==> config.mk <==
export PLATFORM = sky130hd
export DESIGN_NAME = copmem_arbiter
export DESIGN_NICKNAME = d
export VERILOG_FILES = /design/src/rtl/copmem_arbiter.sv
export SDC_FILE = /design/constraint.sdc
export NUM_CORES = 1
export LEC_CHECK = 0
export CORE_MARGIN = 2
export CORE_UTILIZATION = 42
export DETAILED_ROUTE_END_ITERATION = 8
export PLACE_DENSITY = 0.86
export SYNTH_ARGS = -nofsm -noshare
export SYNTH_HDL_FRONTEND = slang
export SYNTH_SLANG_ARGS = --single-unit
==> constraint.sdc <==
create_clock -name clk -period 2.02 [get_ports clk]
set_input_delay 0.404 -clock clk [delete_from_list [all_inputs] [get_ports clk]]
set_output_delay 0.404 -clock clk [all_outputs]
set_load 0.02 [all_outputs]
==> src/rtl/copmem_arbiter.sv <==
// Read-port arbiter for the split even/odd copper memory: copper fetch vs host readback,
// plus host write sequencing and same-address read-during-write forwarding.
module copmem_arbiter #(
    parameter int unsigned AWIDTH     = 10,
    parameter int unsigned STARVE_MAX = 4
) (
    input  logic              clk,
    input  logic              reset_n_i,
    input  logic              cop_rd_req_i,
    input  logic [AWIDTH-1:0] cop_rd_addr_i,
    output logic              cop_rd_ack_o,
    output logic              cop_rd_valid_o,
    output logic [31:0]       cop_rd_data_o,
    input  logic              host_rd_req_i,
    input  logic [AWIDTH:0]   host_rd_addr_i,
    output logic              host_rd_ack_o,
    output logic              host_rd_valid_o,
    output logic [15:0]       host_rd_data_o,
    input  logic              host_wr_req_i,
    input  logic [AWIDTH:0]   host_wr_addr_i,
    input  logic [15:0]       host_wr_data_i,
    output logic              host_wr_ack_o,
    output logic              even_rd_en_o,
    output logic              odd_rd_en_o,
    output logic [AWIDTH-1:0] mem_rd_addr_o,
    input  logic [15:0]       even_rd_data_i,
    input  logic [15:0]       odd_rd_data_i,
    output logic              even_wr_en_o,
    output logic              odd_wr_en_o,
    output logic [AWIDTH-1:0] mem_wr_addr_o,
    output logic [15:0]       mem_wr_data_o
);

    typedef enum logic [1:0] {
        OWN_NONE,
        OWN_COP,
        OWN_HOST
    } owner_e;

    owner_e            own_q, own_d;
    logic [3:0]        starve_q, starve_d;
    logic [AWIDTH-1:0] rd_addr_q, rd_addr_d;
    logic              host_bank_q, host_bank_d;
    logic              haz_even_q, haz_even_d;
    logic              haz_odd_q, haz_odd_d;
    logic [15:0]       fwd_q, fwd_d;
    logic              cop_valid_q, cop_valid_d;
    logic              host_valid_q, host_valid_d;
    logic [31:0]       cop_data_q, cop_data_d;
    logic [15:0]       host_data_q, host_data_d;

    logic              cop_gnt, host_gnt, starved;
    logic [15:0]       even_eff, odd_eff;

    always_comb begin
        starved  = (starve_q == 4'(STARVE_MAX));
        cop_gnt  = reset_n_i && cop_rd_req_i && !(host_rd_req_i && starved);
        host_gnt = reset_n_i && host_rd_req_i && !cop_gnt;

        cop_rd_ack_o  = cop_gnt;
        host_rd_ack_o = host_gnt;
        even_rd_en_o  = cop_gnt || (host_gnt && !host_rd_addr_i[0]);
        odd_rd_en_o   = cop_gnt || (host_gnt && host_rd_addr_i[0]);
        if (cop_gnt) begin
            mem_rd_addr_o = cop_rd_addr_i;
        end else if (host_gnt) begin
            mem_rd_addr_o = host_rd_addr_i[AWIDTH:1];
        end else begin
            mem_rd_addr_o = rd_addr_q;
        end
        rd_addr_d = mem_rd_addr_o;

        host_wr_ack_o = reset_n_i && host_wr_req_i;
        even_wr_en_o  = host_wr_ack_o && !host_wr_addr_i[0];
        odd_wr_en_o   = host_wr_ack_o && host_wr_addr_i[0];
        mem_wr_addr_o = host_wr_addr_i[AWIDTH:1];
        mem_wr_data_o = host_wr_data_i;

        starve_d = starve_q;
        if (host_gnt) begin
            starve_d = '0;
        end else if (host_rd_req_i && !starved) begin
            starve_d = starve_q + 4'd1;
        end

        if (cop_gnt) begin
            own_d = OWN_COP;
        end else if (host_gnt) begin
            own_d = OWN_HOST;
        end else begin
            own_d = OWN_NONE;
        end
        host_bank_d = host_rd_addr_i[0];

        // Banks return old data on a same-cycle write; remember the write so N+1 sees new data.
        haz_even_d = even_wr_en_o && even_rd_en_o && (mem_wr_addr_o == mem_rd_addr_o);
        haz_odd_d  = odd_wr_en_o && odd_rd_en_o && (mem_wr_addr_o == mem_rd_addr_o);
        fwd_d      = host_wr_data_i;

        even_eff = haz_even_q ? fwd_q : even_rd_data_i;
        odd_eff  = haz_odd_q ? fwd_q : odd_rd_data_i;

        cop_valid_d  = (own_q == OWN_COP);
        host_valid_d = (own_q == OWN_HOST);
        cop_data_d   = cop_valid_d ? {even_eff, odd_eff} : cop_data_q;
        host_data_d  = host_valid_d ? (host_bank_q ? odd_eff : even_eff) : host_data_q;

        cop_rd_valid_o  = cop_valid_q;
        cop_rd_data_o   = cop_data_q;
        host_rd_valid_o = host_valid_q;
        host_rd_data_o  = host_data_q;
    end

    always_ff @(posedge clk or negedge reset_n_i) begin
        if (!reset_n_i) begin
            own_q        <= OWN_NONE;
            starve_q     <= '0;
            rd_addr_q    <= '0;
            host_bank_q  <= 1'b0;
            haz_even_q   <= 1'b0;
            haz_odd_q    <= 1'b0;
            fwd_q        <= '0;
            cop_valid_q  <= 1'b0;
            host_valid_q <= 1'b0;
            cop_data_q   <= '0;
            host_data_q  <= '0;
        end else begin
            own_q        <= own_d;
            starve_q     <= starve_d;
            rd_addr_q    <= rd_addr_d;
            host_bank_q  <= host_bank_d;
            haz_even_q   <= haz_even_d;
            haz_odd_q    <= haz_odd_d;
            fwd_q        <= fwd_d;
            cop_valid_q  <= cop_valid_d;
            host_valid_q <= host_valid_d;
            cop_data_q   <= cop_data_d;
            host_data_q  <= host_data_d;
        end
    end

endmodule

# == Yosys cells after proc, flatten, opt, wreduce, memory -nomap -nowiden ==
# Index checks and enable logic that the tools add are counted.
# totals
ff_bits,85
input_bits,85
output_inout_bits,93
elab_cells,48
# classes
addsub,1
eq_ne,4
muxes,9
n_reduce_logical,23
# ops
cell,n
16-bit two-way mux,3
10-bit two-way mux,2
1-bit logical AND,15
10-bit equality test,1
4-bit two-way mux,2
1-bit logical NOT,5
"4-bit by 1-bit adder with 4-bit output, second input constant",1
"4-bit by 3-bit equality test with 1-bit output, second input constant",1
2-bit two-way mux,2
"2-bit by 1-bit equality test with 1-bit output, second input constant",1
"2-bit equality test, second input constant",1
1-bit logical OR,2
2-bit nonzero test,1

# == Depth between registers and ports, before layout ==
# logic_depth
depth_word,10
mapped_depth,10
mapped_depth_nobuf,9

# == Worst setup path after synthesis ==
# No wires, ideal clock.
# synth_timing
path_kind,register -> register
start,register starve_q[0]
end,register haz_even_q
setup_ns,0.086
arrival_ns,2.081
required_time_ns,1.934
path_slack_ns,-0.147
path_stages_with_launch,10
n_path_buf,0
synth_period_minus_slack_ns,2.167
cell_sequence,dfrtp_1 > inv_1 > ha_1 > nand4b_1 > nand2_2 > inv_2 > o21ai_0 > xnor2_1 > nand4_1 > nor3_1
# synth_between
elab_chain_cells,10
elab_cells_between_ends,13
cone_classes,eq/ne (2); mux (2); reduce/logical (9)
# synth_lines
element,line_no,rtl
start: declaration,41,"logic [3:0] starve_q, starve_d;"
start signal: assignment,129,starve_q <= starve_d;
4-bit by 3-bit equality test with 1-bit output (*),56,starved = (starve_q == 4'(STARVE_MAX));
1-bit logical AND (*),57,cop_gnt = reset_n_i && cop_rd_req_i && !(host_rd_req_i && starved);
1-bit logical NOT (*),57,
1-bit logical AND (*),57,
1-bit logical NOT,58,host_gnt = reset_n_i && host_rd_req_i && !cop_gnt;
1-bit logical AND,58,
10-bit two-way mux,66,end else if (host_gnt) begin
10-bit two-way mux (*),64,if (cop_gnt) begin
named net mem_rd_addr_o[5],25,"output logic [AWIDTH-1:0] mem_rd_addr_o,"
10-bit equality test (*),96,haz_even_d = even_wr_en_o && even_rd_en_o && (mem_wr_addr_o == mem_rd_addr_o);
1-bit logical AND (*),96,
named net haz_even_d,44,"logic haz_even_q, haz_even_d;"
end signal: assignment,132,haz_even_q <= haz_even_d;
end: declaration,44,
# The timed path passes the listed nets; every way through them passes the cells marked *.
# A chain may end at the register's enable or synchronous reset.

# == Worst setup path after layout ==
# layout_timing
start,input port host_rd_req_i
end,output port mem_rd_addr_o[6]
# layout_between
elab_chain_cells,7
elab_cells_between_ends,8
cone_classes,mux (2); reduce/logical (6)
# layout_lines
element,line_no,rtl
start: declaration,14,"input logic host_rd_req_i,"
1-bit logical AND,57,
1-bit logical NOT,57,
1-bit logical AND,57,
1-bit logical NOT,58,
1-bit logical AND,58,
10-bit two-way mux,66,
10-bit two-way mux (*),64,
end: declaration,25,
# Every way passes the cells marked *; elsewhere a longest branch is shown, timed or not.

==> results.yml <==
status:
  outcome: "finished, violations left"
  violations: "setup timing"
global_routing:
  grt_start_max_net_pins: 66
  grt_pass1_wl_microns: 18000
  grt_use_met3: 0.05245
  overflow: 0
  grt_pass1_vias: 3646
  met2_usage: 0.4003
  gr-max-usage-layer: "met2"
  antenna_found_initial: 0
  grtUsageTotal: 0.2267
  grtUsageMet1: 0.2661
die:
  die_y_microns: 101.6
  die_x_microns: 101.6
  dieArea_sq_um: 10320
  fp.coreArea_sq_um: 9240
  io_pins: 178
  start_util: 0.4330
  rows: 35
logic_synthesis:
  yosys_warnings: 0
  synthAdderAreaFrac: 0.006254
  seq_area_frac_synth: 0.5316
  synth_xor_area_frac: 0.01970
  synth_top_family_by_area: "simple AND/OR/NAND/NOR gates"
  synth-simple-area-share: 0.1698
  synth-compound-area-share: 0.08068
  synthCells: 398
  synth_top_cells_by_count: "dfrtp_1, nand2_1, o21ai_0"
  synth_seq_cells: 85
  synth_edf_count: 0
  syn_avg_cell_area_sq_um: 10.05
  synth_top_area_share: 0.5316
  synth_cell_types: 31
  synth_flop_cell: "dfrtp_1"
  synth_nets: 485
  syn_area_sq_um: 4001
  async_flop_share: 1.000
  yosys-top-cells-area: "dfrtp_1, mux2i_1, nand2_1"
  synth_top_cell_by_area: "dfrtp_1"
  muxShareOfSynthArea: 0.1132
  synth_most_common_cell: "dfrtp_1"
timing:
  worst_slew_pin_slew_ns: 0.8048
  setup_viol: 15
  whs_ns: 0.07898
  period_needed_ns: 2.181
  relSlewSlack: 0.4635
  hold_viol: 0
  clock.fmax_ghz: 0.4586
  rsz0062_at_grt: "yes"
  min_period_over_period: 1.080
  slew_viol_final: 0
  skew_ns: 0.009531
  setup_ws_ns: -0.1607
  fin_tns_setup_ns: -1.724
power:
  p_leak_nw: 2.810
  ir_worst_vdd_v: 0.0004331
  total_power_mw: 5.554
  power_density_nw_per_um2: 866.5
routing:
  wirelength_microns: 11940
  initialDrtViolationCount: 122
  routedWlPerCell_microns: 16.73
  vias_per_cell: 5.043
  drt_pre_antenna_iters: 4
  remaining_drc_errors: 0
  ant_nets: 0
  via_count: 3601
critical_path:
  worstRegToRegCells: 10
  worst-setup-path-type: "input port to output pin"
  endpoint_kind: "output pin"
  worstSetupEndpoint: "mem_rd_addr_o[6]"
  crit_fanout: 13
  cp-startpoint: "host_rd_req_i"
  r2r_slack_ns: -0.09
  r2r_end: "haz_even_q$_DFF_PN0_"
  r2r-start: "starve_q[0]$_DFFE_PN0P_"
  cp.arrival_ns: 1.78
  start_kind: "input port"
  required_ns: 1.62
layout:
  area_growth_pct: 60.19
  nNetsFinal: 668
  final_layout_size_suffix_gt1_frac: 0.1863
  antennaDiodeCount: 0
  final_util: 0.6937
clock_network:
  worstSkewPairLatency_ns: 0.34
  clockRootBuffer: "clkbuf_8"
  cts.clk_slew.worst_paths_ns: 0.09
  cts_hold_buf: 0
  clock-sinks: 85
  cts_tree: "done"
  htreeDepth: 3
  cts_made_buffers: 9
  clockBufferDepth: 2
place:
  port_buffers: 177
  gp_congestion: 0.8555
  dp_hpwl_microns: 8393
  place_ws_ns: -0.7010
job:
  drv_cap: 0
min_path:
  hp-class: "input port to asynchronous set/reset pin"
==> worst min-delay path by stage <==
stage,start,endpoint,cells after the start
CTS,reset_n_i,rd_addr_q[6]$_DFF_PN0_,2
detailed placement,reset_n_i,rd_addr_q[6]$_DFF_PN0_,2
floorplan,reset_n_i,cop_rd_data_o[0]$_DFFE_PN0P_,0
global route,reset_n_i,rd_addr_q[6]$_DFF_PN0_,2
global placement,reset_n_i,rd_addr_q[6]$_DFF_PN0_,2
finish,reset_n_i,rd_addr_q[6]$_DFF_PN0_,2
==> power breakdown <==
part,switching (mW),internal (mW)
registers,0.173,2.00
clock network,0.588,0.723
logic,1.05,1.02
total,1.81,3.75
==> area by class of cell <==
cell class,instances,area [sq um]
clock buffer,11,141.4
clock inverter,4,72.57
fill,661,2830
inverter,5,26.28
multi-input combinational,261,1762
sequential,85,2127
tap,129,161.4
timing repair buffer,219,2120
==> logic make-up (layout without fill, tap and decap cells) <==
| family | Yosys count | count (layout) |
|---|---|---|
| simple gates | 147 | 147 |
| flops | 85 | 85 |
| buf+inv | 52 | 239 |
| mux | 45 | 45 |
| xor+xnor | 9 | 9 |
| compound gates | 58 | 58 |
| fa+ha+maj | 2 | 2 |
==> through the flow <==
stage / cell area (sq um) / cells
after detailed placement: 5937 / 693
after global routing: 6410 / 714
after CTS: 6257 / 712
final: 6410 / 714
after global placement: 5937 / 693
after floorplan: 4005 / 398
==> state kept, by name, indices dropped and copies added, names as in the netlist <==
register,flops
own_q,2
rd_addr_q,10
haz_even_q,1
starve_q,4
host_rd_data_o,16
host_bank_q,1
host_rd_valid_o,1
cop_rd_data_o,32
haz_odd_q,1
fwd_q,16
cop_rd_valid_o,1
==> layer usage <==
metal	routed length, microns	share of wire	vias up
met5	0	0	-
met2	6126	0.51	160
met3	787	0.066	25
li1	-	-	1693
met1	4754	0.40	1723
met4	275	0.023	0
==> worst max-delay path, stage by stage <==
cell and delay, ns:
clkdlybuf4s50_1 0.49, nand2_4 0.25, mux2i_2 0.38, o21ai_4 0.10, buf_6 0.14
==> cell usage in the layout (no fill, tap or decap), drive strengths merged, types with 2 or more instances in the layout <==
cell / netlist / routed
clkdlybuf4s50: 0 / 158
ha: 2 / 2
a211oi: 4 / 4
clkbuf: 13 / 11
a21oi: 2 / 2
inv: 5 / 5
nor2: 8 / 8
dlygate4sd2: 0 / 3
nand2: 82 / 82
nor4: 2 / 2
nand3: 24 / 24
xnor2: 7 / 7
mux2i: 43 / 43
nand4: 3 / 3
buf: 34 / 57
o211a: 4 / 4
o21ai: 47 / 47
nand2b: 15 / 15
mux2: 2 / 2
dfrtp: 85 / 85
nor3: 7 / 7
and2: 2 / 2
xor2: 2 / 2
bufinv: 0 / 2
==> timing repair <==
item                       4_1_cts  5_1_grt
resized for setup              108       31
setup buffers                    4        3
setup endpoints to repair       19       17
pin swaps                        6        2
Note: power is estimated with default switching activity, not from simulation.
